**src/rtl/xc_sha3_pkg.sv**
```systemverilog
`default_nettype none
// +----------------------------------------------------------------------+
// | Module      : xc_sha3_pkg                                            |
// | Description : Shared constants for the sha3 index unit and the lane  |
// |               address sequencer: mode codes, lane count, FSM states. |
// | Revision    : 1.0  initial release                                   |
// +----------------------------------------------------------------------+
package xc_sha3_pkg;

   // Number of 64-bit lanes in a Keccak-f[1600] state (5 x 5)
   localparam int LANES = 25;

   // Index function selects carried on the 3-bit mode input
   localparam logic [2:0] SHA3_M_XY = 3'd0;
   localparam logic [2:0] SHA3_M_X1 = 3'd1;
   localparam logic [2:0] SHA3_M_X2 = 3'd2;
   localparam logic [2:0] SHA3_M_X4 = 3'd3;
   localparam logic [2:0] SHA3_M_YX = 3'd4;

   // Sequencer state encodings
   localparam logic [1:0] S_IDLE  = 2'd0;
   localparam logic [1:0] S_RUN   = 2'd1;
   localparam logic [1:0] S_DRAIN = 2'd2;

   // Reduce a small value (0..31) modulo 5; operands here never exceed 20
   function automatic logic [2:0] lane_mod5(input logic [4:0] v);
      logic [4:0] r;
      r = v % 5'd5;
      return r[2:0];
   endfunction

endpackage
`default_nettype wire

```
**src/rtl/xc_sha3.sv**
```systemverilog
`default_nettype none
// +----------------------------------------------------------------------+
// | Module      : xc_sha3                                                |
// | Description : Keccak lane index unit. Maps an (x,y) lane coordinate  |
// |               to a linear lane index with one of five permutations,  |
// |               then shifts it left by shamt (zero-extended to XLEN).  |
// | Revision    : 1.0  initial release                                   |
// +----------------------------------------------------------------------+
module xc_sha3
   import xc_sha3_pkg::*;
#(
   parameter int XLEN = 32
) (
   input  logic [2:0]      rs1,     // x coordinate, 0..4
   input  logic [2:0]      rs2,     // y coordinate, 0..4
   input  logic [1:0]      shamt,
   input  logic            f_xy,
   input  logic            f_x1,
   input  logic            f_x2,
   input  logic            f_x4,
   input  logic            f_yx,
   output logic [XLEN-1:0] result
);

   logic [4:0] w_x_ext;
   logic [4:0] w_y_ext;
   logic [2:0] w_col;
   logic [4:0] w_yx_sum;
   logic [4:0] w_index;

   assign w_x_ext = {2'b00, rs1};
   assign w_y_ext = {2'b00, rs2};

   // Column select and permuted lane index; XY is the fallback column when no rotate is selected
   always_comb begin
      w_col    = rs1;
      w_yx_sum = 5'd2 * w_x_ext + 5'd3 * w_y_ext;
      if (f_x1)
         w_col = lane_mod5(w_x_ext + 5'd1);
      else if (f_x2)
         w_col = lane_mod5(w_x_ext + 5'd2);
      else if (f_x4)
         w_col = lane_mod5(w_x_ext + 5'd4);
      else if (f_xy)
         w_col = rs1;

      if (f_yx)
         w_index = w_y_ext + 5'd5 * {2'b00, lane_mod5(w_yx_sum)};
      else
         w_index = {2'b00, w_col} + 5'd5 * w_y_ext;
   end

   assign result = {{(XLEN-5){1'b0}}, w_index} << shamt;

endmodule
`default_nettype wire

```
**src/rtl/xc_sha3_lane_seq.sv**
```systemverilog
`default_nettype none
// +----------------------------------------------------------------------+
// | Module      : xc_sha3_lane_seq                                       |
// | Description : Walks all 25 Keccak lanes in x-fastest order, forms    |
// |               base + (index << shamt) through xc_sha3 and emits the  |
// |               addresses on a registered valid/ready stream.          |
// | Revision    : 1.0  initial release                                   |
// +----------------------------------------------------------------------+
module xc_sha3_lane_seq
   import xc_sha3_pkg::*;
#(
   parameter int XLEN    = 32,
   parameter int OUT_REG = 1
) (
   input  logic            g_clk,
   input  logic            g_reset,
   input  logic            start,
   input  logic            abort,
   input  logic [2:0]      mode,
   input  logic [1:0]      shamt,
   input  logic [XLEN-1:0] base,
   output logic            busy,
   output logic            addr_valid,
   input  logic            addr_ready,
   output logic [XLEN-1:0] addr,
   output logic [2:0]      addr_x,
   output logic [2:0]      addr_y,
   output logic            addr_last,
   output logic            done
);

   // Highest coordinate on either axis of the square lane grid
   localparam logic [2:0] c_DIM_MAX = 3'(LANES / 5 - 1);

   generate
      if (OUT_REG != 1) begin : g_out_reg_unsupported
         $error("xc_sha3_lane_seq: only OUT_REG=1 is supported");
      end
   endgenerate

   logic [1:0]      r_state;
   logic [1:0]      w_next_state;
   logic [2:0]      r_mode;
   logic [1:0]      r_shamt;
   logic [XLEN-1:0] r_base;
   logic [2:0]      r_x;
   logic [2:0]      r_y;
   logic [XLEN-1:0] r_addr;
   logic [2:0]      r_addr_x;
   logic [2:0]      r_addr_y;
   logic            r_addr_last;
   logic            r_addr_valid;
   logic            r_done;
   logic            w_busy;
   logic            w_load;
   logic            w_xfer;
   logic            w_capture;
   logic            w_at_end;
   logic            w_f_xy;
   logic            w_f_x1;
   logic            w_f_x2;
   logic            w_f_x4;
   logic            w_f_yx;
   logic [XLEN-1:0] w_offset;

   // State register
   always_ff @(posedge g_clk) begin
      if (g_reset)
         r_state <= S_IDLE;
      else
         r_state <= w_next_state;
   end

   // Next-state logic; abort returns to IDLE from anywhere
   always_comb begin
      w_next_state = r_state;
      if (abort) begin
         w_next_state = S_IDLE;
      end else begin
         case (r_state)
            S_IDLE:  if (start)              w_next_state = S_RUN;
            S_RUN:   if (w_load && w_at_end) w_next_state = S_DRAIN;
            S_DRAIN: if (w_xfer)             w_next_state = S_IDLE;
            default:                         w_next_state = S_IDLE;
         endcase
      end
   end

   // FSM-derived controls: output register load, handshake, parameter capture
   always_comb begin
      w_busy    = (r_state != S_IDLE);
      w_load    = (r_state == S_RUN) && (!r_addr_valid || addr_ready);
      w_xfer    = r_addr_valid && addr_ready;
      w_capture = (r_state == S_IDLE) && start && !abort;
      w_at_end  = (r_x == c_DIM_MAX) && (r_y == c_DIM_MAX);
   end

   // One-hot index function decode; unused codes fall back to XY
   always_comb begin
      w_f_xy = 1'b0;
      w_f_x1 = 1'b0;
      w_f_x2 = 1'b0;
      w_f_x4 = 1'b0;
      w_f_yx = 1'b0;
      case (r_mode)
         SHA3_M_X1: w_f_x1 = 1'b1;
         SHA3_M_X2: w_f_x2 = 1'b1;
         SHA3_M_X4: w_f_x4 = 1'b1;
         SHA3_M_YX: w_f_yx = 1'b1;
         SHA3_M_XY: w_f_xy = 1'b1;
         default:   w_f_xy = 1'b1;
      endcase
   end

   // Pass parameters are frozen at start so input changes mid-pass are ignored
   always_ff @(posedge g_clk) begin
      if (g_reset) begin
         r_mode  <= SHA3_M_XY;
         r_shamt <= 2'd0;
         r_base  <= '0;
      end else if (w_capture) begin
         r_mode  <= mode;
         r_shamt <= shamt;
         r_base  <= base;
      end
   end

   // Lane counters: x fastest, hold at (4,4) while draining, clear on abort or pass end
   always_ff @(posedge g_clk) begin
      if (g_reset || abort) begin
         r_x <= 3'd0;
         r_y <= 3'd0;
      end else if ((r_state == S_DRAIN) && w_xfer) begin
         r_x <= 3'd0;
         r_y <= 3'd0;
      end else if (w_load && !w_at_end) begin
         if (r_x == c_DIM_MAX) begin
            r_x <= 3'd0;
            r_y <= r_y + 3'd1;
         end else begin
            r_x <= r_x + 3'd1;
         end
      end
   end

   xc_sha3 #(
      .XLEN (XLEN)
   ) u_index (
      .rs1    (r_x),
      .rs2    (r_y),
      .shamt  (r_shamt),
      .f_xy   (w_f_xy),
      .f_x1   (w_f_x1),
      .f_x2   (w_f_x2),
      .f_x4   (w_f_x4),
      .f_yx   (w_f_yx),
      .result (w_offset)
   );

   // Output beat register; abort beats a same-cycle handshake or load
   always_ff @(posedge g_clk) begin
      if (g_reset) begin
         r_addr       <= '0;
         r_addr_x     <= 3'd0;
         r_addr_y     <= 3'd0;
         r_addr_last  <= 1'b0;
         r_addr_valid <= 1'b0;
      end else if (abort) begin
         r_addr_valid <= 1'b0;
         r_addr_last  <= 1'b0;
      end else if (w_load) begin
         r_addr       <= r_base + w_offset;
         r_addr_x     <= r_x;
         r_addr_y     <= r_y;
         r_addr_last  <= w_at_end;
         r_addr_valid <= 1'b1;
      end else if (w_xfer) begin
         r_addr_valid <= 1'b0;
      end
   end

   // Completion pulse in the cycle after the final beat is accepted
   always_ff @(posedge g_clk) begin
      if (g_reset)
         r_done <= 1'b0;
      else
         r_done <= !abort && (r_state == S_DRAIN) && w_xfer;
   end

   assign busy       = w_busy;
   assign addr_valid = r_addr_valid;
   assign addr       = r_addr;
   assign addr_x     = r_addr_x;
   assign addr_y     = r_addr_y;
   assign addr_last  = r_addr_last;
   assign done       = r_done;

endmodule
`default_nettype wire

```
**config.mk**
```make
export PLATFORM = sky130hd
export DESIGN_NAME = xc_sha3_lane_seq
export DESIGN_NICKNAME = d
export VERILOG_FILES = /design/src/rtl/xc_sha3_pkg.sv /design/src/rtl/xc_sha3.sv /design/src/rtl/xc_sha3_lane_seq.sv
export SDC_FILE = /design/constraint.sdc
export NUM_CORES = 1
export LEC_CHECK = 0
export ABC_CLOCK_PERIOD_IN_PS = 23600
export BUFFER_PORTS_ARGS = -buffer_cell sky130_fd_sc_hd__buf_2
export CAP_MARGIN = 5
export CORE_ASPECT_RATIO = 1.25
export CORE_MARGIN = 2
export CORE_UTILIZATION = 64
export CTS_BUF_LIST = sky130_fd_sc_hd__clkbuf_4
export CTS_CLUSTER_DIAMETER = 120
export DETAILED_ROUTE_END_ITERATION = 8
export HOLD_SLACK_MARGIN = 0.1
export PLACE_DENSITY = 0.84
export SYNTH_ARGS = -nofsm -noshare
export SYNTH_HDL_FRONTEND = slang
export SYNTH_SLANG_ARGS = --single-unit
```
**constraint.sdc**
```tcl
create_clock -name g_clk -period 23.6 [get_ports g_clk]
set_input_delay 1.18 -clock g_clk [delete_from_list [all_inputs] [get_ports g_clk]]
set_output_delay 1.18 -clock g_clk [all_outputs]
set_load 0.005 [all_outputs]
```
## After elaboration in Yosys (flattened, before gate mapping)

Cells that the tools add are included.

- Register bits: 86
- Output and inout bits: 42
- Word-level logic and storage cells: 79

- Add/subtract/negate cells: 9
- $mul: 3
- Div/mod/pow operators: 4
- Equality and inequality tests: 11
- Shift-type cells: 1
- Mux-type cells: 15
- Bitwise logic cells: 1
- Reduce and logical (&&, ||, !) cells: 23

Operator list:

| kind | number |
|---|---|
| adder 32 bit | 1 |
| << shifter 5 x 2 -> 32 bit | 1 |
| remainder unit 5 x 3 -> 5 bit (second input constant) | 4 |
| two-way mux 3 bit | 4 |
| adder 3 x 5 -> 5 bit | 2 |
| logical AND 1 bit | 10 |
| multiplier 3 x 3 -> 5 bit (first input constant) | 2 |
| equality test 3 bit (second input constant) | 3 |
| adder 3 x 1 -> 3 bit (second input constant) | 2 |
| equality test 3 x 2 -> 1 bit (second input constant) | 2 |
| two-way mux 1 bit | 6 |
| two-way mux 2 bit | 3 |
| != test 2 bit (second input constant) | 3 |
| case mux 2 bit (3 select lines) | 1 |
| adder 4 x 5 -> 5 bit | 1 |
| multiplier 2 x 3 -> 5 bit (first input constant) | 1 |
| two-way mux 5 bit | 1 |
| adder 3 x 1 -> 4 bit (second input constant) | 1 |
| adder 3 x 2 -> 4 bit (second input constant) | 1 |
| adder 3 x 3 -> 4 bit (second input constant) | 1 |
| AND reduction 2 bit | 2 |
| nonzero test 2 bit | 2 |
| OR reduction 2 bit | 2 |
| equality test 3 x 1 -> 1 bit (second input constant) | 1 |
| other kinds (7) | 10 |

## Depth between registers and ports, before layout

- Depth after elaboration: 9
- Depth in mapped cells: 36
- Depth with buffers taken out: 34

## Cells and area by module

From an unflattened synthesis, not the netlist that was laid out.

- Cells, all modules: 874
- Area total of the unflattened synthesis: 6717.7 µm²

By module, submodules not included:

| module | instances | cells each | area each (µm²) | sequential area each (µm²) |
|---|---|---|---|---|
| xc_sha3_lane_seq | 1 | 653 | 5042.3 | 1721.7 |
| xc_sha3 | 1 | 221 | 1675.4 | 0.0 |

## Worst setup path before layout

Ideal clock, no wire load.

- Kind: register to register
- Start: register r_x[1]
- End: register r_addr[14], in the netlist addr[14]
- Data arrival time: 7.407 ns
- Slack: 16.056 ns
- Stages on the path, launching flop included: 34
- Cell sequence: dfxtp_1 -> inv_1 -> fa_1 -> inv_1 -> ha_1 -> fa_1 -> buf_2 -> inv_1 -> ha_1 -> o31ai_1 -> a32oi_2 -> ha_1 -> nor2_1 -> nand2_1 -> a21boi_0 -> ha_1 -> inv_1 -> ha_1 -> ha_1 -> ha_1 -> a21o_1 -> a21oi_1 -> xor2_1 -> nor3_1 -> or4b_4 -> o311ai_4 -> o31ai_2 -> ha_1 -> or3_1 -> or2_2 -> o21ai_1 -> nand3b_1 -> xor2_1 -> a211oi_1

- Longest elaborated chain between the ends: 9

RTL lines:

| what | line | text |
|---|---|---|
| start, declared | xc_sha3_lane_seq.sv:46 | `logic [2:0] r_x;` |
| start signal, assigned | xc_sha3_lane_seq.sv:141 | `r_x <= r_x + 3'd1;` |
| parallel branches: the longest is 6 deep, another holds adder 4 x 5 -> 5 bit | - |  |
| two-way mux 5 bit * | xc_sha3.sv:47 | `if (f_yx)` |
| << shifter 5 x 2 -> 32 bit * | xc_sha3.sv:53 | `assign result = {{(XLEN-5){1'b0}}, w_index} << shamt;` |
| adder 32 bit * | xc_sha3_lane_seq.sv:172 | `r_addr <= r_base + w_offset;` |
| end signal, assigned | xc_sha3_lane_seq.sv:172 |  |
| end, declared | xc_sha3_lane_seq.sv:48 | `logic [XLEN-1:0] r_addr;` |

Mark *: on every way between the ends.
A chain may end at the register's enable or synchronous reset.

## Worst setup path in the final report

- Start: register r_x[1]
- End: register r_addr[24], in the netlist addr[24]

The elaborated chain is that of the path after synthesis.

==> impl_metrics.ini <==
[run_status]
status = complete, no violations

[power]
p_total_mw = 0.2851
vdd_drop_max_v = 0.00004964
power.share.switching_pct = 27.01
seqPwrFrac_pct = 54.4
comb_power_share_pct = 11.4
powerDensity_nw_per_um2 = 47.08
p_leak_nw = 2.569
p_switching_mw = 0.07701
clkPwrFrac_pct = 34.1
internal_power_mw = 0.2081

[logic_synthesis]
synth_top_area_share_pct = 31.30
yosysSeqAreaShare_pct = 31.30
synth_ff_type = dfxtp_1
synth_edf_count = 0
synth_nets = 779
async_flop_share_pct = 0
synth.avg_cell_area_um2 = 8.030
synth_cell_type_count = 72
yosysWarnings = 0
syn_area_um2 = 5500
synth.area.top_cells = dfxtp_1, ha_1, nand2_1
syn_inst = 685
synth_top_area_cell = dfxtp_1
synth-seq-cells = 86

[floorplan]
io_pins = 84
dieArea_um2 = 9356
rows = 37
die_h_um = 107.6
die_w_um = 86.92
coreArea_um2 = 8287
start_util_pct = 66.37

[detailed_routing]
routed_via_density = 5.860
route.met3.wl_um = 642
ant_nets = 0
wl_met2_um = 6732
drt_pre_antenna_iters = 5
wl_um = 12900
routed.top_layer = met4
wl_per_cell_um = 15.31
first_iter_violations = 230
drc_errors = 0
wl_met1_um = 5283
vias = 4940

[timing]
finalSetupViolations = 0
worst-slew-pin-transition_ns = 0.8815
max-slew-margin-rel_pct = 41.24
finalHoldViolCount = 0
rsz0062_at_grt = false
clock_skew_ns = 0.01542
fin_ws_ns = 15.05
timing.setup.tns_ns = 0
max_freq_mhz = 116.9
whs_ns = 0.4553
final.period_utilization_pct = 36.24
layout_min_cycle_time_ns = 8.553
slew_violations = 0

[cells_and_area]
drive_gt1_share_pct = 18.10
area_growth_pct = 10.08
antennaDiodeCount = 0
nNetsFinal = 835
stdcell_area_um2 = 6055

[clock_network]
root_buffer = clkbuf_4
post_cts_buffers = 0
cts.repair.resized = 0
cts_buffer_depth = 2
clock_sinks = 86
htree_num_levels = 3
numCtsBuffers = 9
insertion_delay_ns = 0.45
ctsHoldBuffers = 0
cts.clk_slew.worst_paths_ns = 0.14
cts_tree = yes

[global_routing]
grt_pass1_vias = 4804
grt_pass1_wl_um = 21340
grtUsageTotal_pct = 28.47
grt_max_degree = 83
antenna_found_initial = 0
gr-total-overflow = 0

[place]
port_buffers = 83
dpl_cell_area_um2 = 5894
hpwl_um = 9420
post-place-ws_ns = 15.17
gp_congestion = 0.9693

[critical_path]
start_kind = register
r2r_end = addr[24]
timing.critical_path.to = addr[24]
end_kind = register
path_class = reg2reg
worstPathArrival_ns = 8.91
reg2reg_depth = 32
reg2reg_setup_slack_ns = 15.05
crit_required_ns = 23.95
crit_path_max_fanout = 13
r2r_start = r_x[1]
crit_start = r_x[1]
path_common_cell = ha_1
slowest_stage = fa_1
cpPeakStageDelay_ns = 0.66

[min_path]
hold_class = reg2reg

[job]
cap_violations = 0
registers in the layout (all words and copies together) (netlist names):
signal / cells
addr: 32
addr_last: 1
addr_valid: 1
addr_x: 3
addr_y: 3
done: 1
r_base: 32
r_mode: 3
r_shamt: 2
r_state: 2
r_x: 3
r_y: 3
critical path, delay by kind of cell, from the launching register on:
| kind | cells | cell delay [ns] |
|---|---|---|
| buffers and inverters | 4 | 0.43 |
| adder cells (fa/ha/maj) | 10 | 3.54 |
| AO/OA/AOI/OAI | 11 | 2.10 |
| XOR/XNOR | 1 | 0.32 |
| AND/OR/NAND/NOR | 6 | 1.52 |
| flip-flops | 1 | 0.51 |
area by class of cell:
type                       instances  area, um2
clock inverter                     6      85.08
inverter                          33      123.9
timing repair buffer              86      437.9
sequential                        86       1722
multi-input combinational        525       3490
tap                               97      121.4
fill                             656       2232
clock buffer                      10      75.07
metrics by stage:
stage                     utilization, %  cells
after floorplan                        -    685
after global placement             71.13    827
after detailed placement           71.13    827
after CTS                          73.06    843
after global routing               73.06    843
final                              73.06    843
worst min path at each step:
stage,from,endpoint,slack (ns),cells after the start
3_3_place_gp,addr[5],addr[5],0.44,2
6_report,addr[5],addr[5],0.46,2
4_1_cts,addr[5],addr[5],0.46,2
3_5_place_dp,addr[5],addr[5],0.44,2
5_1_grt,addr[3],addr[3],0.48,2
2_1_floorplan,r_base[0],r_base[0],0.44,2
cell families (layout without fill, tap and decap cells):
| kind of cell | Yosys count | in the layout | share of synthesized area, % |
|---|---|---|---|
| AO/OA/AOI/OAI | 166 | 166 | 20.04 |
| XOR/XNOR | 33 | 33 | 5.528 |
| adder cells (fa/ha/maj) | 52 | 52 | 12.65 |
| buffers and inverters | 74 | 135 | 5.505 |
| flip-flops | 86 | 86 | 31.30 |
| multiplexers | 11 | 11 | 2.093 |
| AND/OR/NAND/NOR | 263 | 263 | 22.88 |
power groups by stage:
stage                     logic [mW]  clock network [mW]  registers [mW]
after detailed placement      0.0324                   0           0.158
after global routing          0.0364               0.105           0.156
after global placement        0.0312                   0           0.158
final                         0.0325              0.0973           0.155
after floorplan               0.0224                   0           0.157
after CTS                     0.0326              0.0973           0.155
metal layers:
layer / vias up / global-route usage [%]
met5: - / 0
met4: 0 / 12.05
met3: 22 / 4.141
met2: 133 / 50.38
met1: 2301 / 33.77
li1: 2484 / -
synthesized netlist by cell type, drive strengths merged (2+ instances only):
cell type  number
o21a            4
a21o            6
nand2         122
a21oi          71
dfxtp          86
xor2           16
a211oi         21
and3           10
a32o            2
or2             6
mux2            4
nand4           8
o21ai          28
o31ai           3
mux2i           7
and2            4
nand2b          8
clkbuf         30
nor3b           2
xnor2          17
a22oi           5
o311ai          2
and4            2
nor2b          11
a31oi           2
inv            33
nand3b          2
nor4            4
a32oi           3
ha             46
fa              6
o211ai          5
nor2           53
or3             8
buf            11
nor3            9
nand3           9
a311oi          5
a211o           2
cells in the final DEF (no fill, tap or decap), types with 15 or more instances in the layout:
cell,netlist,routed
xor2_1,16,16
inv_1,33,33
a21oi_1,70,70
dfxtp_1,86,86
nand2_1,122,122
ha_1,46,46
xnor2_1,15,15
buf_2,8,83
nor2_1,52,52
a211oi_1,20,20
o21ai_0,24,24
Power figures use the tool's default switching activity.
